===== src/rtl/multicycle_sequencer_pkg.sv =====
// Shared types for the multi-cycle RV32I sequencer:
// FSM states, fault causes and opcode constants.
package multicycle_sequencer_pkg;

  typedef enum logic [2:0] {
    FETCH     = 3'd0,
    DECODE    = 3'd1,
    EXECUTE   = 3'd2,
    MEM       = 3'd3,
    WRITEBACK = 3'd4,
    FAULT     = 3'd5
  } seq_state_t;

  typedef enum logic [1:0] {
    FAULT_NONE    = 2'd0,
    FAULT_ILLEGAL = 2'd1,
    FAULT_TIMEOUT = 2'd2
  } fault_t;

  localparam logic [6:0] OP_LUI    = 7'b0110111;
  localparam logic [6:0] OP_AUIPC  = 7'b0010111;
  localparam logic [6:0] OP_JAL    = 7'b1101111;
  localparam logic [6:0] OP_JALR   = 7'b1100111;
  localparam logic [6:0] OP_BRANCH = 7'b1100011;
  localparam logic [6:0] OP_LOAD   = 7'b0000011;
  localparam logic [6:0] OP_STORE  = 7'b0100011;
  localparam logic [6:0] OP_IMM    = 7'b0010011;
  localparam logic [6:0] OP_REG    = 7'b0110011;

  // True for every opcode the sequencer knows how to run.
  function automatic logic op_legal(input logic [6:0] op);
    logic v;
    v = 1'b0;
    case (op)
      OP_LUI, OP_AUIPC, OP_JAL, OP_JALR,
      OP_BRANCH, OP_LOAD, OP_STORE,
      OP_IMM, OP_REG: v = 1'b1;
      default:        v = 1'b0;
    endcase
    return v;
  endfunction

endpackage


===== src/rtl/multicycle_sequencer_if.sv =====
// Shared instruction/data memory port between the
// sequencer (master) and the memory (slave).
interface multicycle_sequencer_if;
  logic mem_req;
  logic mem_we;
  logic mem_addr_sel;
  logic mem_ready;

  modport master (
    output mem_req,
    output mem_we,
    output mem_addr_sel,
    input  mem_ready
  );

  modport slave (
    input  mem_req,
    input  mem_we,
    input  mem_addr_sel,
    output mem_ready
  );
endinterface


===== src/rtl/multicycle_sequencer_wait_timer.sv =====
// Counts consecutive un-acknowledged memory cycles and
// flags a timeout on the last allowed cycle.
module seq_wait_timer #(
  parameter int WAIT_LIMIT = 16
) (
  input  logic clk,
  input  logic reset,
  input  logic clear,
  input  logic active,
  input  logic ready,
  output logic timeout
);

  localparam int CW =
    (WAIT_LIMIT > 2) ? $clog2(WAIT_LIMIT) : 1;
  localparam logic [CW-1:0] LAST =
    CW'((WAIT_LIMIT > 0) ? WAIT_LIMIT - 1 : 0);
  localparam logic EN = (WAIT_LIMIT != 0);

  logic [CW-1:0] r_cnt;

  // Wait counter: cleared on any state change, else counts stalls.
  always_ff @(posedge clk) begin
    if (reset || clear)
      r_cnt <= '0;
    else if (active && !ready)
      r_cnt <= r_cnt + 1'b1;
  end

  assign timeout = EN && active && !ready && (r_cnt == LAST);

endmodule


===== src/rtl/multicycle_sequencer.sv =====
// Multi-cycle RV32I control FSM driving one shared memory
// port, phase strobes, retire counting and fault trapping.
module multicycle_sequencer
  import multicycle_sequencer_pkg::*;
#(
  parameter int WAIT_LIMIT = 16,
  parameter int COUNT_W    = 32
) (
  input  logic               clk,
  input  logic               reset,
  input  logic [6:0]         op,
  multicycle_sequencer_if.master mem,
  output logic               ir_write,
  output logic               pc_write,
  output logic               reg_write,
  output logic               retired,
  output logic [COUNT_W-1:0] retire_count,
  output logic [2:0]         state,
  output logic               fault,
  output logic [1:0]         fault_cause
);

  seq_state_t        r_state;
  seq_state_t        w_next;
  fault_t            r_cause;
  logic [COUNT_W-1:0] r_count;
  logic              w_timeout;
  logic              w_active;
  logic              w_is_mem;
  logic              w_is_store;

  assign w_is_store = (op == OP_STORE);
  assign w_is_mem   = (op == OP_LOAD) || w_is_store;
  assign w_active   = (r_state == FETCH) || (r_state == MEM);

  seq_wait_timer #(
    .WAIT_LIMIT (WAIT_LIMIT)
  ) u_timer (
    .clk     (clk),
    .reset   (reset),
    .clear   (w_next != r_state),
    .active  (w_active),
    .ready   (mem.mem_ready),
    .timeout (w_timeout)
  );

  // Next-state selection for every phase.
  always_comb begin
    w_next = r_state;
    unique case (r_state)
      FETCH: begin
        if (mem.mem_ready)  w_next = DECODE;
        else if (w_timeout) w_next = FAULT;
      end
      DECODE: begin
        w_next = op_legal(op) ? EXECUTE : FAULT;
      end
      EXECUTE: begin
        if (op == OP_BRANCH) w_next = FETCH;
        else if (w_is_mem)   w_next = MEM;
        else                 w_next = WRITEBACK;
      end
      MEM: begin
        if (mem.mem_ready)
          w_next = w_is_store ? FETCH : WRITEBACK;
        else if (w_timeout)
          w_next = FAULT;
      end
      WRITEBACK: w_next = FETCH;
      FAULT:     w_next = FAULT;
      default:   w_next = FETCH;
    endcase
  end

  // State, sticky fault cause and retire counter.
  always_ff @(posedge clk) begin
    if (reset) begin
      r_state <= FETCH;
      r_cause <= FAULT_NONE;
      r_count <= '0;
    end else begin
      r_state <= w_next;
      if (w_next == FAULT && r_state != FAULT)
        r_cause <= (r_state == DECODE) ?
                   FAULT_ILLEGAL : FAULT_TIMEOUT;
      if (retired)
        r_count <= r_count + 1'b1;
    end
  end

  // Strobes decoded straight from state, op and mem_ready.
  always_comb begin
    mem.mem_req      = 1'b0;
    mem.mem_we       = 1'b0;
    mem.mem_addr_sel = 1'b0;
    ir_write         = 1'b0;
    pc_write         = 1'b0;
    reg_write        = 1'b0;
    retired          = 1'b0;
    unique case (r_state)
      FETCH: begin
        mem.mem_req = 1'b1;
        ir_write    = mem.mem_ready;
      end
      EXECUTE: begin
        if (op == OP_BRANCH) begin
          pc_write = 1'b1;
          retired  = 1'b1;
        end
      end
      MEM: begin
        mem.mem_req      = 1'b1;
        mem.mem_addr_sel = 1'b1;
        mem.mem_we       = w_is_store;
        if (mem.mem_ready && w_is_store) begin
          pc_write = 1'b1;
          retired  = 1'b1;
        end
      end
      WRITEBACK: begin
        reg_write = 1'b1;
        pc_write  = 1'b1;
        retired   = 1'b1;
      end
      default: ;
    endcase
  end

  assign state        = r_state;
  assign fault        = (r_state == FAULT);
  assign fault_cause  = r_cause;
  assign retire_count = r_count;

endmodule


===== src/flat_wrapper.sv =====
// flat-port wrapper written by rule: the top's interface ports become plain ports
module multicycle_sequencer_flat import multicycle_sequencer_pkg::*;
#(
  parameter int WAIT_LIMIT = 16,
  parameter int COUNT_W    = 32
)
  (clk, reset, op, ir_write, pc_write, reg_write, retired, retire_count, state, fault, fault_cause, mem_mem_req, mem_mem_we, mem_mem_addr_sel, mem_mem_ready);
  multicycle_sequencer_if mem_i ();
  input  logic clk;
  input  logic reset;
  input  logic [6:0] op;
  output logic ir_write;
  output logic pc_write;
  output logic reg_write;
  output logic retired;
  output logic [COUNT_W-1:0] retire_count;
  output logic [2:0] state;
  output logic fault;
  output logic [1:0] fault_cause;
  output wire logic [$bits(mem_i.mem_req)-1:0] mem_mem_req;
  output wire logic [$bits(mem_i.mem_we)-1:0] mem_mem_we;
  output wire logic [$bits(mem_i.mem_addr_sel)-1:0] mem_mem_addr_sel;
  input wire logic [$bits(mem_i.mem_ready)-1:0] mem_mem_ready;
  assign mem_mem_req = mem_i.mem_req;
  assign mem_mem_we = mem_i.mem_we;
  assign mem_mem_addr_sel = mem_i.mem_addr_sel;
  assign mem_i.mem_ready = mem_mem_ready;
  multicycle_sequencer #(.WAIT_LIMIT(WAIT_LIMIT), .COUNT_W(COUNT_W)) u_core (.clk(clk), .reset(reset), .op(op), .mem(mem_i), .ir_write(ir_write), .pc_write(pc_write), .reg_write(reg_write), .retired(retired), .retire_count(retire_count), .state(state), .fault(fault), .fault_cause(fault_cause));
endmodule

===== config.mk =====
export PLATFORM = sky130hd
export DESIGN_NAME = multicycle_sequencer_flat
export DESIGN_NICKNAME = d
export VERILOG_FILES = /design/src/rtl/multicycle_sequencer_pkg.sv /design/src/rtl/multicycle_sequencer_if.sv /design/src/rtl/multicycle_sequencer_wait_timer.sv /design/src/rtl/multicycle_sequencer.sv /design/src/flat_wrapper.sv
export SDC_FILE = /design/constraint.sdc
export NUM_CORES = 1
export LEC_CHECK = 0
export ABC_AREA = 1
export CORE_UTILIZATION = 45
export DETAILED_ROUTE_END_ITERATION = 8
export PLACE_DENSITY = 0.73
export REMOVE_ABC_BUFFERS = 1
export SLEW_MARGIN = 20
export SYNTH_ARGS = -nofsm -noshare
export SYNTH_HDL_FRONTEND = slang
export SYNTH_SLANG_ARGS = --single-unit

===== constraint.sdc =====
create_clock -name clk -period 4 [get_ports clk]
set_input_delay 0.4 -clock clk [delete_from_list [all_inputs] [get_ports clk]]
set_output_delay 0.4 -clock clk [all_outputs]
set_load 0.01 [all_outputs]

==> summary.md <==
| Metric | Value |
|---|---|
| Mapped Area | 0.00260 mm^2 |
| Cells after Synth | 387 |
| Routed WL | 6460 um |
| WP data arrival | 2.07 ns |
| IO buf count | 54 |
| Largest net degree at the start of global routing | 29 |
| 1st-iter DRT viols | 104 |
| CTS tree | yes |
| # fillers | 559 |
| Initial Util | 46.9% |
| CTS buffer count | 5 |
| Setup violators final | 0 |
| Hold Worst Slack | 0.470 ns |
| Number of global-route vias before repair | 2454 |
| Crit path capture type | primary output |
| Maximum VDD drop | 0.186 mV |
| Final std cells w/o fill | 512 |
| Clock slew at reported path FFs | 0.08 ns |
| DR vias | 2648 |
| Final net count | 451 |
| ANT nets after route | 0 |
| Relative slew slack | 69.6% |
| Startpoint Class | input pin |
| Clock root buffer | clkbuf_8 |
| Pwr/cell area | 303 mW/mm^2 |
| WHS Endpoint | u_core.fault_cause[1] |
| Cell Rows | 27 |
| Outcome | finished clean |
| Maximum fanout along the worst path | 3 |
| First-pass GRT wire length | 10900 um |
| Hold_buf cts | 0 |
| RSZ-0062 raised after global routing | no |
| Tcrit/Tclk final | 61.8% |
| DR vias/cell | 5.17 |
| Slew Limit Fails | 0 |
| Final WS setup | 1.53 ns |
| Clock Tree Buf Depth | 2 |
| Total Power | 980 uW |
| Most frequent cells in the layout | nand2_1 (111), clkdlybuf4s50_1 (54), dfxtp_1 (41) |
| Pre-Repair DR Iteration Count | 4 |
| Most common cell after layout, fill and taps aside | nand2_1 |
| LEAKAGE | 1.18 nW |
| Post-synth EDFFs | 0 |
| Worst Reg-to-Reg Cells | 8 |
| Sequential area share after synthesis | 31.6% |
| Max-capacitance violation count | 0 |
| Htree depth | 2 |
| Minimum clock period | 2.47 ns |
| DP Area | 0.00315 mm^2 |
| Die area | 0.00608 mm^2 |
| Clock sinks | 41 |
| Worst-Margin Slew | 0.456 ns |
| R2r startpoint | u_core.state[0] |
| Gr ovfl total | 0 |
| WL/cell | 12.6 um |
| # DRC | 0 |
| Hold Vio Cnt, Final | 0 |
| Setup TNS | 0 ns |
| Postcts setup bufs | 0 |
| Seq cells post-synth | 41 |
| Layout Utilization | 58.4% |
| Total track usage | 22.5% |
| Post-CTS sizing | 0 |
| DP Wirelength | 4930 um |
| I/O pins | 55 |
| Post-Place Worst Slack | 1.54 ns |
| Netlist cell types | 40 |
| Clock Latency Late Sink | 0.30 ns |
| Ys flop type | dfxtp_1 |
| Worst hold path stage count | 2 |
| Layout cell share with drive strength beyond 1 | 10.2% |
| Hold crit path type | reg -> reg |
| N_diodes | 0 |
| Area Growth Syn to Fin | 24.6% |
| Mapped Avg Cell Area | 6.71 um^2 |
| Flop2flop setup slack | 1.91 ns |
| Die H | 78.0 um |
| Dpl cells | 504 |
| Initial antenna violation count | 0 |
| RePlAce Congestion | 0.959 |
| WP data required | 3.60 ns |
| Hold Crit Start | u_core.fault_cause[1] |
| Type of the worst setup path | in -> out |
| Maximum clock frequency | 405 MHz |
| Synth warn | 0 |
| Die Wd | 78.0 um |
| FFs w/ async S/R, synth | 0% |
| Core area | 0.00554 mm^2 |
| Setup Skew | 0.00446 ns |
| Final Cell Area | 0.00324 mm^2 |
| Reg-to-Reg End | u_core.retire_count[16] |
report_power, final:
part / internal, mW / switching [mW] / leakage, nW / total, mW
logic: 0.102 / 0.170 / 0.804 / 0.271
clock network: 0.121 / 0.143 / 0.0450 / 0.264
registers: 0.423 / 0.0220 / 0.331 / 0.445
layout make-up:
type                       instances  area, um^2  share of cell area, %
tap                               72        90.1                   2.78
timing repair buffer              56         556                   17.2
inverter                          44         166                   5.14
clock inverter                     2        10.0                  0.309
multi-input combinational        291        1520                   47.0
sequential                        41         821                   25.4
clock buffer                       6        72.6                   2.24
how the worst max path moves through the flow:
| stage | cells past startpoint | startpoint | to |
|---|---|---|---|
| 4_1_cts | 7 | op[4] | pc_write |
| 2_1_floorplan | 7 | u_core.state[0] | u_core.retire_count[16] |
| 3_3_place_gp | 6 | op[6] | pc_write |
| 3_5_place_dp | 10 | op[4] | u_core.retire_count[16] |
| 6_report | 7 | op[4] | pc_write |
| 5_1_grt | 7 | op[4] | pc_write |
synthesized netlist by cell type (3+ instances only):
library cell    n  share of area (%)
a21oi_1        26                5.0
a21oi_2         3                1.0
buf_2           3               0.58
clkbuf_1        4               0.58
dfxtp_1        41                 32
inv_1          38                5.5
inv_2           5               0.72
nand2_1       111                 16
nand2_2         4               0.96
nand3_1        18                3.5
nand3_2         4                1.5
nand4_1         6                1.4
nor2_1         38                5.5
nor2_2          4               0.96
nor3_1         21                4.0
nor3_2          5                1.9
nor3b_1         3               0.87
o21ai_0         4               0.77
o21ai_1         8                1.5
xnor2_1         8                2.7
xor2_1         10                3.4
logic make-up after synthesis:
group,share of synthesized area (%)
adder cells (fa/ha/maj),0.963
multiplexers,0.433
buffers and inverters,9.83
XOR/XNOR,6.07
AND/OR/NAND/NOR,41.2
AO/OA/AOI/OAI,9.92
flip-flops,31.6
worst max-delay path, stage by stage:
cell and delay, ns:
clkdlybuf4s50_1 0.42, inv_1 0.10, nand2_1 0.08, nor2_1 0.19, nand4_2 0.12, nand2_2 0.10, clkdlybuf4s50_1 0.64
flip-flops by register name (all words and copies together), names as in the netlist:
signal	count
u_core.retire_count	32
u_core.u_timer.r_cnt	4
u_core.state	3
u_core.fault_cause	2
per-layer routing:
layer	wire length [um]	up-vias	global-route usage [%]
met5	0	-	0
met4	111	0	9.26
met3	337	10	3.76
met2	3170	82	39.4
met1	2830	1201	27.0
li1	-	1355	-
Power figures use the tool's default switching activity.
